===== config.mk =====
export PLATFORM = sky130hd
export DESIGN_NAME = trng_harvest_tx
export DESIGN_NICKNAME = d
export VERILOG_FILES = /design/src/rtl/trng_pkg.sv /design/src/rtl/trng_fifo.sv /design/src/rtl/trng_harvest_tx.sv
export SDC_FILE = /design/constraint.sdc
export NUM_CORES = 1
export LEC_CHECK = 0
export CORE_ASPECT_RATIO = 0.6
export CORE_UTILIZATION = 61
export DETAILED_ROUTE_END_ITERATION = 10
export GPL_TIMING_DRIVEN = 0
export PLACE_DENSITY = 0.87
export SETUP_SLACK_MARGIN = 0.15
export SLEW_MARGIN = 20
export SYNTH_ARGS = -nofsm -noshare
export SYNTH_HDL_FRONTEND = slang
export SYNTH_SLANG_ARGS = --single-unit

===== constraint.sdc =====
create_clock -name CLK -period 5.7 [get_ports CLK]
set_input_delay 1.425 -clock CLK [delete_from_list [all_inputs] [get_ports CLK]]
set_output_delay 1.425 -clock CLK [all_outputs]
set_load 0.005 [all_outputs]

===== src/rtl/trng_pkg.sv =====
// ---------------------------------------------------------------------------
// trng_pkg
// Shared definitions for the TRNG harvest / MCU transmit path.
//   BYTE_W        width of one harvested byte and of the MCU data bus
//   TX_IDLE..     encodings of the transmit handshake state machine
//   DROP_CNT_MAX  ceiling of the dropped-byte counter
// ---------------------------------------------------------------------------
package trng_pkg;

    localparam int BYTE_W = 8;

    localparam logic [1:0] TX_IDLE    = 2'd0;
    localparam logic [1:0] TX_WAIT_HI = 2'd1;
    localparam logic [1:0] TX_WAIT_LO = 2'd2;

    localparam logic [BYTE_W-1:0] DROP_CNT_MAX = 8'hFF;

endpackage


===== src/rtl/trng_fifo.sv =====
// ---------------------------------------------------------------------------
// trng_fifo
// Synchronous first-word-fall-through byte FIFO.
//   clk_i    clock
//   rst_i    synchronous active-high reset; empties the FIFO
//   push_i   write din_i; accepted when not full, or when full and popping
//   din_i    write data
//   pop_i    remove the head entry (ignored when empty)
//   dout_o   head entry, valid whenever empty_o=0
//   full_o   FIFO holds DEPTH entries
//   empty_o  FIFO holds no entries
// ---------------------------------------------------------------------------
module trng_fifo #(
    parameter int DEPTH = 4,
    parameter int WIDTH = 8
) (
    input  logic             clk_i,
    input  logic             rst_i,
    input  logic             push_i,
    input  logic [WIDTH-1:0] din_i,
    input  logic             pop_i,
    output logic [WIDTH-1:0] dout_o,
    output logic             full_o,
    output logic             empty_o
);

    localparam int AW = (DEPTH > 1) ? $clog2(DEPTH) : 1;
    localparam logic [AW:0]   FULL_CNT = (AW+1)'(DEPTH);
    localparam logic [AW-1:0] PTR_LAST = AW'(DEPTH - 1);

    logic [WIDTH-1:0] mem_q [DEPTH];
    logic [AW-1:0]    wr_ptr_q, wr_ptr_d;
    logic [AW-1:0]    rd_ptr_q, rd_ptr_d;
    logic [AW:0]      count_q,  count_d;
    logic             do_push, do_pop;

    assign full_o  = (count_q == FULL_CNT);
    assign empty_o = (count_q == '0);
    assign dout_o  = mem_q[rd_ptr_q];

    // A full FIFO still accepts a write when the head leaves in the same
    // cycle: the freed slot is reused, so nothing has to be dropped.
    assign do_pop  = pop_i && !empty_o;
    assign do_push = push_i && (!full_o || do_pop);

    always_comb begin
        wr_ptr_d = wr_ptr_q;
        rd_ptr_d = rd_ptr_q;
        count_d  = count_q;
        if (do_push) begin
            wr_ptr_d = (wr_ptr_q == PTR_LAST) ? '0 : wr_ptr_q + 1'b1;
        end
        if (do_pop) begin
            rd_ptr_d = (rd_ptr_q == PTR_LAST) ? '0 : rd_ptr_q + 1'b1;
        end
        case ({do_push, do_pop})
            2'b10:   count_d = count_q + 1'b1;
            2'b01:   count_d = count_q - 1'b1;
            default: count_d = count_q;
        endcase
    end

    always_ff @(posedge clk_i) begin
        if (rst_i) begin
            wr_ptr_q <= '0;
            rd_ptr_q <= '0;
            count_q  <= '0;
        end else begin
            wr_ptr_q <= wr_ptr_d;
            rd_ptr_q <= rd_ptr_d;
            count_q  <= count_d;
        end
    end

    // Storage carries no reset; occupancy is tracked by the pointers alone.
    always_ff @(posedge clk_i) begin
        if (do_push) begin
            mem_q[wr_ptr_q] <= din_i;
        end
    end

endmodule


===== src/rtl/trng_harvest_tx.sv =====
// ---------------------------------------------------------------------------
// trng_harvest_tx
// Harvests ring-oscillator jitter into random bytes and hands them to the
// Xmega over a four-phase VALID/ACK byte interface.
//   Raw RO outputs are synchronised, XOR-folded to one parity bit every
//   SAMPLE_DIV clocks, debiased by a von Neumann corrector, packed LSB-first
//   into bytes, buffered in a small FIFO and transmitted.
// Ports
//   CLK        system clock (CLK_50)
//   RST        synchronous active-high reset
//   EN         harvest enable; transmit side keeps draining when low
//   RO_IN      raw ring-oscillator outputs (asynchronous)
//   TX_ACK     MCU acknowledge (asynchronous)
//   TX_DATA    byte presented to the MCU, stable while TX_VALID=1
//   TX_VALID   byte available
//   FIFO_FULL  FIFO holds FIFO_DEPTH bytes
//   DROP_CNT   bytes lost to a full FIFO, saturating at 255
// ---------------------------------------------------------------------------
module trng_harvest_tx
    import trng_pkg::*;
#(
    parameter int N          = 10,
    parameter int SAMPLE_DIV = 16,
    parameter int FIFO_DEPTH = 4
) (
    input  logic              CLK,
    input  logic              RST,
    input  logic              EN,
    input  logic [N-1:0]      RO_IN,
    input  logic              TX_ACK,
    output logic [BYTE_W-1:0] TX_DATA,
    output logic              TX_VALID,
    output logic              FIFO_FULL,
    output logic [7:0]        DROP_CNT
);

    localparam int CW  = $clog2(SAMPLE_DIV);
    localparam int BCW = $clog2(BYTE_W);
    localparam logic [CW-1:0]  CNT_LAST = CW'(SAMPLE_DIV - 1);
    localparam logic [BCW-1:0] BIT_LAST = BCW'(BYTE_W - 1);

    function automatic logic [7:0] sat_inc(input logic [7:0] v);
        return (v == DROP_CNT_MAX) ? v : v + 8'd1;
    endfunction

    // Synchronisers
    logic [N-1:0] ro_meta_q, ro_sync_q;
    logic         ack_meta_q, ack_sync_q;

    // Sampling, corrector and packer state
    logic [CW-1:0]     cnt_q,   cnt_d;
    logic              phase_q, phase_d;   // 1: first sample of a pair held
    logic              first_q, first_d;
    logic [BYTE_W-1:0] shreg_q, shreg_d;
    logic [BCW-1:0]    bcnt_q,  bcnt_d;

    // Transmit and overflow state
    logic [1:0]        state_q, state_d;
    logic [BYTE_W-1:0] tx_data_q, tx_data_d;
    logic              tx_valid_q, tx_valid_d;
    logic [7:0]        drop_q, drop_d;

    logic              tick, parity, emit;
    logic [BYTE_W-1:0] byte_next;
    logic              push, pop;
    logic [BYTE_W-1:0] fifo_dout;
    logic              fifo_full, fifo_empty;

    assign tick      = EN && (cnt_q == CNT_LAST);
    assign parity    = ^ro_sync_q;
    // New bits enter at the MSB so that after eight shifts the first bit
    // emitted has landed in bit 0.
    assign byte_next = {first_q, shreg_q[BYTE_W-1:1]};

    always_comb begin
        cnt_d   = cnt_q;
        phase_d = phase_q;
        first_d = first_q;
        shreg_d = shreg_q;
        bcnt_d  = bcnt_q;
        emit    = 1'b0;
        push    = 1'b0;

        if (!EN) begin
            cnt_d = '0;
        end else if (tick) begin
            cnt_d = '0;
        end else begin
            cnt_d = cnt_q + 1'b1;
        end

        // Unequal pairs emit their first sample: 10 -> 1, 01 -> 0.
        if (tick) begin
            if (!phase_q) begin
                first_d = parity;
                phase_d = 1'b1;
            end else begin
                phase_d = 1'b0;
                emit    = (first_q != parity);
            end
        end

        if (emit) begin
            shreg_d = byte_next;
            if (bcnt_q == BIT_LAST) begin
                push   = 1'b1;
                bcnt_d = '0;
            end else begin
                bcnt_d = bcnt_q + 1'b1;
            end
        end
    end

    always_comb begin
        state_d    = state_q;
        tx_data_d  = tx_data_q;
        tx_valid_d = tx_valid_q;
        pop        = 1'b0;
        drop_d     = drop_q;

        case (state_q)
            TX_IDLE: begin
                // A high ACK here is stale from a faulty MCU; wait for it
                // to fall before offering anything new.
                if (!fifo_empty && !ack_sync_q) begin
                    pop        = 1'b1;
                    tx_data_d  = fifo_dout;
                    tx_valid_d = 1'b1;
                    state_d    = TX_WAIT_HI;
                end
            end
            TX_WAIT_HI: begin
                if (ack_sync_q) begin
                    tx_valid_d = 1'b0;
                    state_d    = TX_WAIT_LO;
                end
            end
            TX_WAIT_LO: begin
                if (!ack_sync_q) begin
                    state_d = TX_IDLE;
                end
            end
            default: begin
                tx_valid_d = 1'b0;
                state_d    = TX_IDLE;
            end
        endcase

        if (push && fifo_full && !pop) begin
            drop_d = sat_inc(drop_q);
        end
    end

    always_ff @(posedge CLK) begin
        if (RST) begin
            ro_meta_q  <= '0;
            ro_sync_q  <= '0;
            ack_meta_q <= 1'b0;
            ack_sync_q <= 1'b0;
            cnt_q      <= '0;
            phase_q    <= 1'b0;
            first_q    <= 1'b0;
            shreg_q    <= '0;
            bcnt_q     <= '0;
            state_q    <= TX_IDLE;
            tx_data_q  <= '0;
            tx_valid_q <= 1'b0;
            drop_q     <= '0;
        end else begin
            ro_meta_q  <= RO_IN;
            ro_sync_q  <= ro_meta_q;
            ack_meta_q <= TX_ACK;
            ack_sync_q <= ack_meta_q;
            cnt_q      <= cnt_d;
            phase_q    <= phase_d;
            first_q    <= first_d;
            shreg_q    <= shreg_d;
            bcnt_q     <= bcnt_d;
            state_q    <= state_d;
            tx_data_q  <= tx_data_d;
            tx_valid_q <= tx_valid_d;
            drop_q     <= drop_d;
        end
    end

    trng_fifo #(
        .DEPTH (FIFO_DEPTH),
        .WIDTH (BYTE_W)
    ) u_fifo (
        .clk_i   (CLK),
        .rst_i   (RST),
        .push_i  (push),
        .din_i   (byte_next),
        .pop_i   (pop),
        .dout_o  (fifo_dout),
        .full_o  (fifo_full),
        .empty_o (fifo_empty)
    );

    assign TX_DATA   = tx_data_q;
    assign TX_VALID  = tx_valid_q;
    assign FIFO_FULL = fifo_full;
    assign DROP_CNT  = drop_q;

endmodule


==> flow_summary.ini <==
[floorplanning]
rows = 21
initial_utilization_pct = 65.3
die_area_um2 = 6490
die_h_um = 62.8
core_area_um2 = 5750
die_x_um = 103
ios = 32

[timing]
fin_crit_ns = 3.70
setup-tns-final_ns = 0
min_period_over_period_pct = 65.0
setup_ws_ns = 2.00
rsz0062_at_grt = no
clock_skew_ns = 0.0119
fmax_mhz = 270
tightest_slew_ns = 0.905
hold_viol = 0
slew_viol_final = 0
slew_headroom_pct = 39.2
setup_viol = 0

[clock_tree]
cts_buffers = 9
tritoncts = yes
cts.sinks = 96
clockBufferDepth = 2
clock_tree.root_cell = clkbuf_8
cts.htree.levels = 3
cts_hold_buf = 0
clk_pin_slew_worst_paths_ns = 0.09
clock_latency_ns = 0.36
postCtsSetupRepairBufs = 0
cts.repair.resized = 0

[min_path]
hold_class = reg -> reg
holdCritStartpoint = ro_meta_q[8]$_SDFF_PP0_
whs_path_depth = 1
min_to = ro_sync_q[8]$_SDFF_PP0_

[synth]
ys_ff_latch = 96
synth_nets = 335
yosys_warnings = 0
synth_top_family_by_area = simple AND/OR/NAND/NOR gates
synth.distinct_cells = 44
synth-compound-area-share_pct = 3.99
syn_area_per_cell_um2 = 12.1
netlist_area_um2 = 3760
synth_xor_area_share_pct = 5.86
synthArstFlopShare_pct = 0
synth_ff_type = dfxtp_1
synth-seq-area-share_pct = 59.6
synth_fa_ha_area_share_pct = 3.53
yosys.area_share.simple_pct = 16.8
synthMuxAreaShare_pct = 8.29
netlist_instances = 311
synth_edf_count = 32

[setup_path]
worst_r2r_path_depth = 8
cp_slowest_cell = clkdlybuf4s50_1
worstPathRequired_ns = 5.94
r2r-start = cnt_q[0]$_SDFF_PP0_
crit_arrival_ns = 3.94
path_cells = clkdlybuf4s50_1 > nand4_1 > nor2_1 > and2_1 > a21oi_2 > fa_1 > mux2i_1 > mux2_1
crit_path_end_kind = flip-flop
startpoint = EN
r2r_end = u_fifo.count_q[2]$_SDFFE_PP0P_
cpPeakStageDelay_ns = 0.48
critPathMaxFanout = 6
crit_type = in -> reg
path_delay_family = simple AND/OR/NAND/NOR gates
r2r_slack_ns = 2.94
path_buf_inv = 1
critPathLaunchType = input port

[detailed_routing]
wl_mm = 7.14
drtAntennaViolNets = 0
vias_per_cell = 5.49
dr.pass1.iters = 4
drt_first_iter_violations = 170
post_drt_wl_per_cell_um = 16.3
route.vias.total = 2400
drc_errors = 0

[final_layout]
fin_nets = 376
areaGrowthSynthToFinish_pct = 15.8
stdcell_count = 437
drive_gt1_share_pct = 9.80
n_antenna_cell = 0

[grt]
antenna_found_initial = 0
grt_pass1_vias = 2385
overflow = 0
grtUsageMet2_pct = 37.5
grt_pass1_wl_mm = 11.7
grt_max_degree = 17
grt_use_total_pct = 24.9
use_met3_pct = 6.49
grt_use_met1_pct = 34.7
top_usage_layer = met2

[power_and_ir_drop]
leakagePower_nw = 1.55
p_per_area_nw_per_um2 = 338
peakVddDrop_v = 0.000175

[placed_design]
gp_congestion = 0.791
place_inst = 421
dp_slack_ns = 1.70
hpwl_mm = 4.84
placement.io_buffers = 30

[run_status]
status = completed

[job]
maxCapViolCount = 0
[kinds of logic after synthesis]
logic type      after synthesis
mux                          21
simple gates                120
compound gates               26
fa+ha+maj                    10
buf+inv                      19
xor+xnor                     19
flops                        96
[layout by cell type, fill, tap and decap left out, types with 10 or more instances in the layout]
| cell type | instances |
|---|---|
| nor3_1 | 10 |
| clkbuf_1 | 11 |
| nor2b_1 | 24 |
| clkdlybuf4s50_1 | 30 |
| nand2_1 | 25 |
| a21oi_1 | 16 |
| edfxtp_1 | 32 |
| mux2i_1 | 12 |
| dfxtp_1 | 64 |
| nor2_1 | 31 |
| xnor2_1 | 10 |
[flip-flops by register name, indices dropped and copies added, names as in the netlist, 2 cells and up]
name,cells
DROP_CNT,8
TX_DATA,8
bcnt_q,3
cnt_q,4
ro_meta_q,10
ro_sync_q,10
shreg_q,7
state_q,2
u_fifo.count_q,3
u_fifo.mem_q,32
u_fifo.rd_ptr_q,2
u_fifo.wr_ptr_q,2
[worst register-to-register path: cells and delay by family, from the launching register on]
| family | cells | cell delay (ns) |
|---|---|---|
| AO/OA/AOI/OAI | 1 | 0.14 |
| multiplexers | 2 | 0.56 |
| flip-flops | 1 | 0.37 |
| AND/OR/NAND/NOR | 3 | 0.94 |
| adder cells (fa/ha/maj) | 2 | 0.62 |
[area by class of cell]
class / instances / area [um2]
inverter: 7 / 26.3
clock buffer: 10 / 128
sequential: 96 / 2240
multi-input combinational: 196 / 1450
tap: 80 / 100
clock inverter: 6 / 67.6
fill: 374 / 1400
timing repair buffer: 30 / 300
buffer: 12 / 46.3
[per-stage QoR]
| stage | util [%] | instance area [um2] | power [W] | hold slack (ns) |
|---|---|---|---|---|
| 2_1_floorplan | - | 3760 | 0.000958 | 0.414 |
| 3_3_place_gp | 72.3 | 4160 | 0.00103 | 0.418 |
| 3_5_place_dp | 72.3 | 4160 | 0.00104 | 0.420 |
| 4_1_cts | 75.7 | 4360 | 0.00148 | 0.444 |
| 5_1_grt | 75.7 | 4360 | 0.00154 | 0.467 |
| 6_report | 75.7 | 4360 | 0.00147 | 0.437 |
[power by group]
group	internal (W)	leakage, nW	switching [W]	total [W]
sequential	0.000736	0.857	0.0000295	0.000765
combinational	0.000115	0.589	0.000155	0.000270
clock	0.000206	0.101	0.000232	0.000438
[routing by layer]
layer	vias up	share of wire, %
met5	-	0
met4	0	1.1
met3	8	5.6
met2	77	47
met1	1163	46
li1	1152	-
[cells in the mapped netlist, drive strengths merged (2+ instances only)]
| library cell | number | area, um2 |
|---|---|---|
| a21oi | 17 | 88.8 |
| xnor2 | 12 | 120 |
| edfxtp | 32 | 961 |
| nor3 | 11 | 60.1 |
| nor3b | 3 | 22.5 |
| nand3 | 5 | 25.0 |
| or3 | 2 | 12.5 |
| or3b | 2 | 17.5 |
| and2 | 5 | 31.3 |
| mux2i | 12 | 120 |
| clkbuf | 10 | 37.5 |
| mux4 | 8 | 180 |
| nor4 | 3 | 33.8 |
| inv | 7 | 26.3 |
| nor2b | 24 | 150 |
| o21ai | 4 | 20.0 |
| ha | 9 | 113 |
| nor2 | 31 | 116 |
| nand4 | 2 | 18.8 |
| nand2 | 25 | 93.8 |
| buf | 2 | 8.75 |
| xor2 | 5 | 51.3 |
| nand2b | 3 | 18.8 |
| dfxtp | 64 | 1280 |
[worst max path at each step]
stage	slack, ns	cells after the start	endpoint
after detailed placement	1.70	8	u_fifo.count_q[2]$_SDFFE_PP0P_
after global placement	1.81	8	u_fifo.count_q[2]$_SDFFE_PP0P_
after global routing	1.88	8	u_fifo.count_q[2]$_SDFFE_PP0P_
after floorplan	2.59	7	u_fifo.count_q[2]$_SDFFE_PP0P_
after CTS	2.07	8	u_fifo.count_q[2]$_SDFFE_PP0P_
final	2.00	8	u_fifo.count_q[2]$_SDFFE_PP0P_
No activity file was read; power rests on OpenSTA's default activity.
